## src/rtl/approx_adder_pkg.sv

```systemverilog
// approx_adder_pkg: mode constants, parameter limits and approximate low-part sum helper
package approx_adder_pkg;
  localparam logic MODE_APPROX = 1'b0;
  localparam logic MODE_EXACT = 1'b1;
  localparam int MIN_WIDTH = 4;
  localparam int MIN_APPROX_BITS = 2;
  localparam int MIN_EXACT_BITS = 2;
  function automatic logic [32:0] approx_low_sum(input logic [31:0] a, input logic [31:0] b, input int unsigned n);
    logic [31:0] s;
    logic c;
    s = '0;
    c = 1'b0;
    for (int unsigned k = 0; k < n / 2; k++) begin
      s[2*k +: 2] = c ? (a[2*k +: 2] & b[2*k +: 2]) : ~(a[2*k +: 2] & b[2*k +: 2]);
      c = (&a[2*k +: 2]) | (&b[2*k +: 2]) | c;
    end
    return {c, s};
  endfunction
endpackage

```

## src/rtl/approx_blk2.sv

```systemverilog
// approx_blk2: 2-bit approximate adder block (a, b, cin -> s, cout)
module approx_blk2 (
  input  logic [1:0] a,
  input  logic [1:0] b,
  input  logic       cin,
  output logic [1:0] s,
  output logic       cout
);
  assign s = cin ? (a & b) : ~(a & b);
  assign cout = (&a) | (&b) | cin;
endmodule

```

## src/rtl/approx_adder_pipe.sv

```systemverilog
// approx_adder_pipe: two-stage pipelined approximate/exact adder with valid/ready handshakes
// ports: clk, rst_n (synchronous, active-low); in_valid/in_ready/in_a/in_b/in_mode (0 approx, 1 exact)
// operand side; out_valid/out_ready/out_sum (MSB is carry-out) result side; ops_count saturating
// count of output transfers. Define APPROX_ERR_MON_EN to add err_abs and err_count outputs.
module approx_adder_pipe
  import approx_adder_pkg::*;
#(
  parameter int WIDTH = 8,
  parameter int APPROX_BITS = 4,
  parameter int CNT_W = 16
) (
  input  logic             clk,
  input  logic             rst_n,
  input  logic             in_valid,
  output logic             in_ready,
  input  logic [WIDTH-1:0] in_a,
  input  logic [WIDTH-1:0] in_b,
  input  logic             in_mode,
  output logic             out_valid,
  input  logic             out_ready,
  output logic [WIDTH:0]   out_sum,
  output logic [CNT_W-1:0] ops_count
`ifdef APPROX_ERR_MON_EN
  ,
  output logic [WIDTH:0]   err_abs,
  output logic [CNT_W-1:0] err_count
`endif
);
  localparam int HW = WIDTH - APPROX_BITS;
  localparam int NB = APPROX_BITS / 2;
  if (WIDTH < MIN_WIDTH || APPROX_BITS < MIN_APPROX_BITS || APPROX_BITS % 2 != 0 ||
      APPROX_BITS > WIDTH - MIN_EXACT_BITS) begin : g_bad_params
    $error("approx_adder_pipe: illegal WIDTH/APPROX_BITS combination");
  end
  logic [NB:0] c;
  logic [APPROX_BITS-1:0] lo_apx;
  logic [APPROX_BITS:0] lo_ex;
  logic s1_valid, s1_c, adv1, adv2;
  logic [APPROX_BITS-1:0] s1_lo;
  logic [HW-1:0] s1_ahi, s1_bhi;
  logic [HW:0] hi;
  logic [WIDTH:0] sum_nx;
  assign c[0] = 1'b0;
  for (genvar k = 0; k < NB; k++) begin : g_blk
    approx_blk2 u_blk (
      .a(in_a[2*k +: 2]),
      .b(in_b[2*k +: 2]),
      .cin(c[k]),
      .s(lo_apx[2*k +: 2]),
      .cout(c[k+1])
    );
  end
  assign lo_ex = {1'b0, in_a[APPROX_BITS-1:0]} + {1'b0, in_b[APPROX_BITS-1:0]};
  assign adv2 = !out_valid || out_ready;
  assign adv1 = !s1_valid || adv2;
  assign in_ready = adv1;
  assign hi = {1'b0, s1_ahi} + {1'b0, s1_bhi} + {{HW{1'b0}}, s1_c};
  assign sum_nx = {hi, s1_lo};
  always_ff @(posedge clk) begin
    if (!rst_n) begin
      s1_valid <= 1'b0;
      out_valid <= 1'b0;
      out_sum <= '0;
      ops_count <= '0;
    end else begin
      if (adv1) s1_valid <= in_valid;
      if (in_valid && adv1) begin
        s1_lo <= (in_mode == MODE_EXACT) ? lo_ex[APPROX_BITS-1:0] : lo_apx;
        s1_c <= (in_mode == MODE_EXACT) ? lo_ex[APPROX_BITS] : c[NB];
        s1_ahi <= in_a[WIDTH-1:APPROX_BITS];
        s1_bhi <= in_b[WIDTH-1:APPROX_BITS];
      end
      if (adv2) out_valid <= s1_valid;
      if (s1_valid && adv2) out_sum <= sum_nx;
      if (out_valid && out_ready) ops_count <= ops_count + CNT_W'(ops_count != '1);
    end
  end
`ifdef APPROX_ERR_MON_EN
  logic [WIDTH:0] s1_ref, err_nx;
  assign err_nx = (sum_nx >= s1_ref) ? sum_nx - s1_ref : s1_ref - sum_nx;
  always_ff @(posedge clk) begin
    if (!rst_n) begin
      err_abs <= '0;
      err_count <= '0;
    end else begin
      if (in_valid && adv1) s1_ref <= {1'b0, in_a} + {1'b0, in_b};
      if (s1_valid && adv2) err_abs <= err_nx;
      if (out_valid && out_ready && err_abs != '0) err_count <= err_count + CNT_W'(err_count != '1);
    end
  end
`endif
endmodule

```

## config.mk

```make
export PLATFORM = sky130hd
export DESIGN_NAME = approx_adder_pipe
export DESIGN_NICKNAME = d
export VERILOG_FILES = /design/src/rtl/approx_adder_pkg.sv /design/src/rtl/approx_blk2.sv /design/src/rtl/approx_adder_pipe.sv
export SDC_FILE = /design/constraint.sdc
export NUM_CORES = 1
export LEC_CHECK = 0
export ABC_AREA = 1
export BUFFER_PORTS_ARGS = -buffer_cell sky130_fd_sc_hd__buf_4
export CELL_PAD_IN_SITES_DETAIL_PLACEMENT = 1
export CELL_PAD_IN_SITES_GLOBAL_PLACEMENT = 1
export CORE_AREA = 2 2 70 88
export CTS_BUF_LIST = sky130_fd_sc_hd__clkbuf_4 sky130_fd_sc_hd__clkbuf_8
export DETAILED_ROUTE_END_ITERATION = 16
export DIE_AREA = 0 0 72 90
export PLACE_DENSITY = 0.85
export SYNTH_ARGS = -nofsm -noshare
export SYNTH_HDL_FRONTEND = slang
export SYNTH_SLANG_ARGS = --single-unit
```

## constraint.sdc

```tcl
create_clock -name clk -period 1.75 [get_ports clk]
set_input_delay 0.0875 -clock clk [delete_from_list [all_inputs] [get_ports clk]]
set_output_delay 0.0875 -clock clk [all_outputs]
set_load 0.005 [all_outputs]
```

==> impl_metrics.py <==
metrics = {
    "run_status": {
        "status": "finished with violations",
        "failed_checks": "setup timing",
    },
    "synthesis": {
        "synth_seq_cells": 40,
        "synth_cell_type_count": 24,
        "syn_inst": 248,
        "synth_fp_nets": 281,
        "synthesis.yosys.warnings": 0,
        "seq_area_frac_synth": 0.474,
        "netlist_area_um2": 1960,
        "syn_avg_cell_area_um2": 7.92,
    },
    "timing": {
        "report.final.hold_viol_count": 0,
        "maxSlewHeadroom": 0.676,
        "transition_at_the_pin_with_the_smallest_max_transition_slack_ps": 486,
        "clock-skew-final_ps": 8.84,
        "finalSetupViolCount": 14,
        "totalNegativeSetupSlack_ps": -1270,
        "slew_viol_final": 0,
        "pnr_worst_setup_slack_ps": -182,
        "minimum_period_implied_by_the_final_worst_setup_slack_ps": 1930,
        "timing.fmax_ghz": 0.518,
        "rsz_0062_raised_after_global_routing": "yes",
        "final_critical_path_share_of_the_clock_period": 1.10,
    },
    "placed_design": {
        "placed_cell_area_um2": 2540,
        "pre_cts_slack_ps": -198,
        "gp_routability_congestion": 0.798,
        "place.detailed.instances": 376,
        "dpl.hpwl_mm": 4.31,
        "io_buffers": 47,
    },
    "pwr": {
        "irDropWorstVdd_uv": 465,
        "part_of_the_total_power_dissipated_in_combinational_logic": 0.131,
        "internal_power_w": 0.00141,
        "power_frac_clock": 0.331,
        "p_switching_w": 0.000476,
        "power.switching_fraction": 0.253,
        "p_total_w": 0.00188,
        "leakage_power_figure_nw": 1.34,
        "pwr-share-seq": 0.539,
        "p_per_area_nw_per_um2": 639,
    },
    "drt": {
        "antenna_violating_nets_post_route": 0,
        "drc_errors": 0,
        "finalWirelength_mm": 6.18,
        "detail_route.vias_per_cell": 4.93,
        "detailedRoute.firstIterationViolations": 26,
        "detailroute.via_count": 2007,
        "detail_route.wl_per_cell_um": 15.2,
        "number_of_search_and_repair_iterations_in_the_first_detailed_routing_pass": 4,
    },
    "cells_and_area": {
        "area_growth_pct": 50.2,
        "final_cell_count_no_fill": 407,
        "final_net_count": 373,
        "final_cell_area_um2": 2950,
        "layout_commonest_cell": "sky130_fd_sc_hd__buf_4",
        "antennaDiodeCount": 0,
        "layout_fillers": 717,
        "fraction_of_layout_cells_with_a_size_suffix_above_1": 0.361,
        "mostFrequentLayoutCells": "80 x sky130_fd_sc_hd__buf_4, 45 x sky130_fd_sc_hd__nand2_1, 33 x sky130_fd_sc_hd__nor2_1, 26 x sky130_fd_sc_hd__inv_1, 24 x sky130_fd_sc_hd__o21ai_0",
    },
    "floorplanning": {
        "chipHeight_um": 90,
        "die_ar_um2": 6480,
        "ios": 48,
        "die_width_um": 72,
        "start_util": 0.344,
        "floorplan.rows": 31,
        "placeableCoreArea_um2": 5700,
    },
    "setup_path": {
        "cpMaxStageDelayCell": "sky130_fd_sc_hd__or3_4",
        "critical_path_class": "reg2reg",
        "crit_top_cell": "sky130_fd_sc_hd__nand2_1",
        "start_kind": "flip-flop",
        "critical_path.cell_chain": "nand2_1, inv_1, nand2_1, or3_4, ha_4, ha_4, inv_2, nor2_2, nand2_2, nor2_1, nand2_1, nand2_1, nor2_1",
        "max_stage_delay_ps": 400,
        "critPathCaptureType": "flip-flop",
        "worst-endpoint-arrival_ps": 2170,
        "timing.critical_path.required_ps": 1990,
        "cp_max_fo": 3,
    },
    "clocking": {
        "htreeDepth": 2,
        "cts_inserted_buffers": 5,
        "cts.root.buffer_cell": "sky130_fd_sc_hd__clkbuf_8",
        "tritoncts": "yes",
        "insertion_delay_ps": 300,
        "cts_max_path_buffers": 2,
        "tritoncts_num_sinks": 40,
        "clock_pin_transition_on_the_worst_setup_and_hold_timing_paths_ps": 80,
    },
    "grt": {
        "number_of_global_route_vias_before_repair": 2279,
        "grt.total_usage": 0.202,
        "grt_start_max_net_pins": 26,
        "grt_overflow_total": 0,
        "first_pass_grt_wire_length_mm": 10.2,
        "initial_antenna_violation_count": 0,
    },
    "flow_run": {
        "cap_viol_max_count": 0,
    },
    "hold_path": {
        "hp-class": "in2reg",
    },
}
## power by group through the flow
stage,sequential [W],combinational (W),clock (W)
floorplan,0.00104,0.000120,0
global placement,0.00104,0.000217,0
detailed placement,0.00104,0.000231,0
CTS,0.00101,0.000248,0.000645
global route,0.00102,0.000280,0.000685
finish,0.00101,0.000246,0.000623
## layout make-up
class,count,area (um2),share of cell area
Sequential cell,40,941,0.319
Multi-Input combinational cell,175,1040,0.354
Inverter,30,113,0.0382
Timing Repair Buffer,88,681,0.231
Clock inverter,2,11.3,0.00382
Clock buffer,6,76.3,0.0259
Tap cell,66,82.6,0.0280
## cells in the mapped netlist (all sizes together)
cell / instances / area [um2]
edfxtp: 13 / 390
dfxtp: 27 / 541
ha: 9 / 113
xor2: 1 / 8.76
clkbuf: 1 / 3.75
fa: 3 / 60.1
nor3: 2 / 10.0
nor2: 40 / 155
a21oi: 21 / 105
buf: 2 / 16.3
inv: 30 / 113
o21ai: 25 / 125
nand2: 53 / 201
xnor2: 1 / 8.76
nand3: 13 / 65.1
a31oi: 1 / 6.26
o21bai: 3 / 22.5
and2: 1 / 6.26
or3: 1 / 6.26
nand4: 1 / 6.26
## sequential cells by signal, indices dropped and copies added, names as in the netlist
name	cells
ops_count	16
out_sum	9
s1_ahi	4
s1_bhi	4
s1_lo	4
out_valid	1
s1_c	1
s1_valid	1
## routing by layer
metal,track usage,vias to the layer above,share of wire
met5,0,-,0
met3,0.0437,21,0.039
met4,0.108,0,0.044
li1,-,990,-
met2,0.388,54,0.57
met1,0.189,942,0.35
## cell families after synthesis
logic type,count (synthesis),synth area share
DFF,40,0.474
AOI/OAI and AO/OA,50,0.132
buffers and inverters,33,0.0676
and+or+nand+nor,111,0.229
adders and majority gates,12,0.0880
xor gates and xnor gates,2,0.00892
## final timing paths
kind	depth (start not counted)	from	end	slack [ps]
worst max register to register	13	ops_count[2]	ops_count[12]	-180
worst max-delay path	13	ops_count[2]	ops_count[12]	-180
worst min register to register	2	out_sum[0]	out_sum[0]	500
worst min-delay path	3	in_valid	s1_valid	30
## critical path: cells and delay by family, from the launching register on
kind / cells / cell delay, ps
flip-flops: 1 / 340
buffers and inverters: 2 / 170
AND/OR/NAND/NOR: 9 / 1010
adder cells (fa/ha/maj): 2 / 360
## what timing repair did
item                                    4_1_cts  5_1_grt
hold buffers                                  8        0
endpoints found under the hold margin         8        0
pin swaps                                     4       11
gates resized for setup                      23       12
cloned                                        0        0
buffers inserted                             12        3
endpoints found under the setup margin       13       15
## through the flow
| stage | utilization | hold slack (ps) |
|---|---|---|
| 2_1_floorplan | - | 186 |
| 3_3_place_gp | 0.446 | 266 |
| 3_5_place_dp | 0.446 | 267 |
| 4_1_cts | 0.505 | 26.3 |
| 5_1_grt | 0.517 | 46.2 |
| 6_report | 0.517 | 32.6 |
Note: power is estimated with default switching activity, not from simulation.
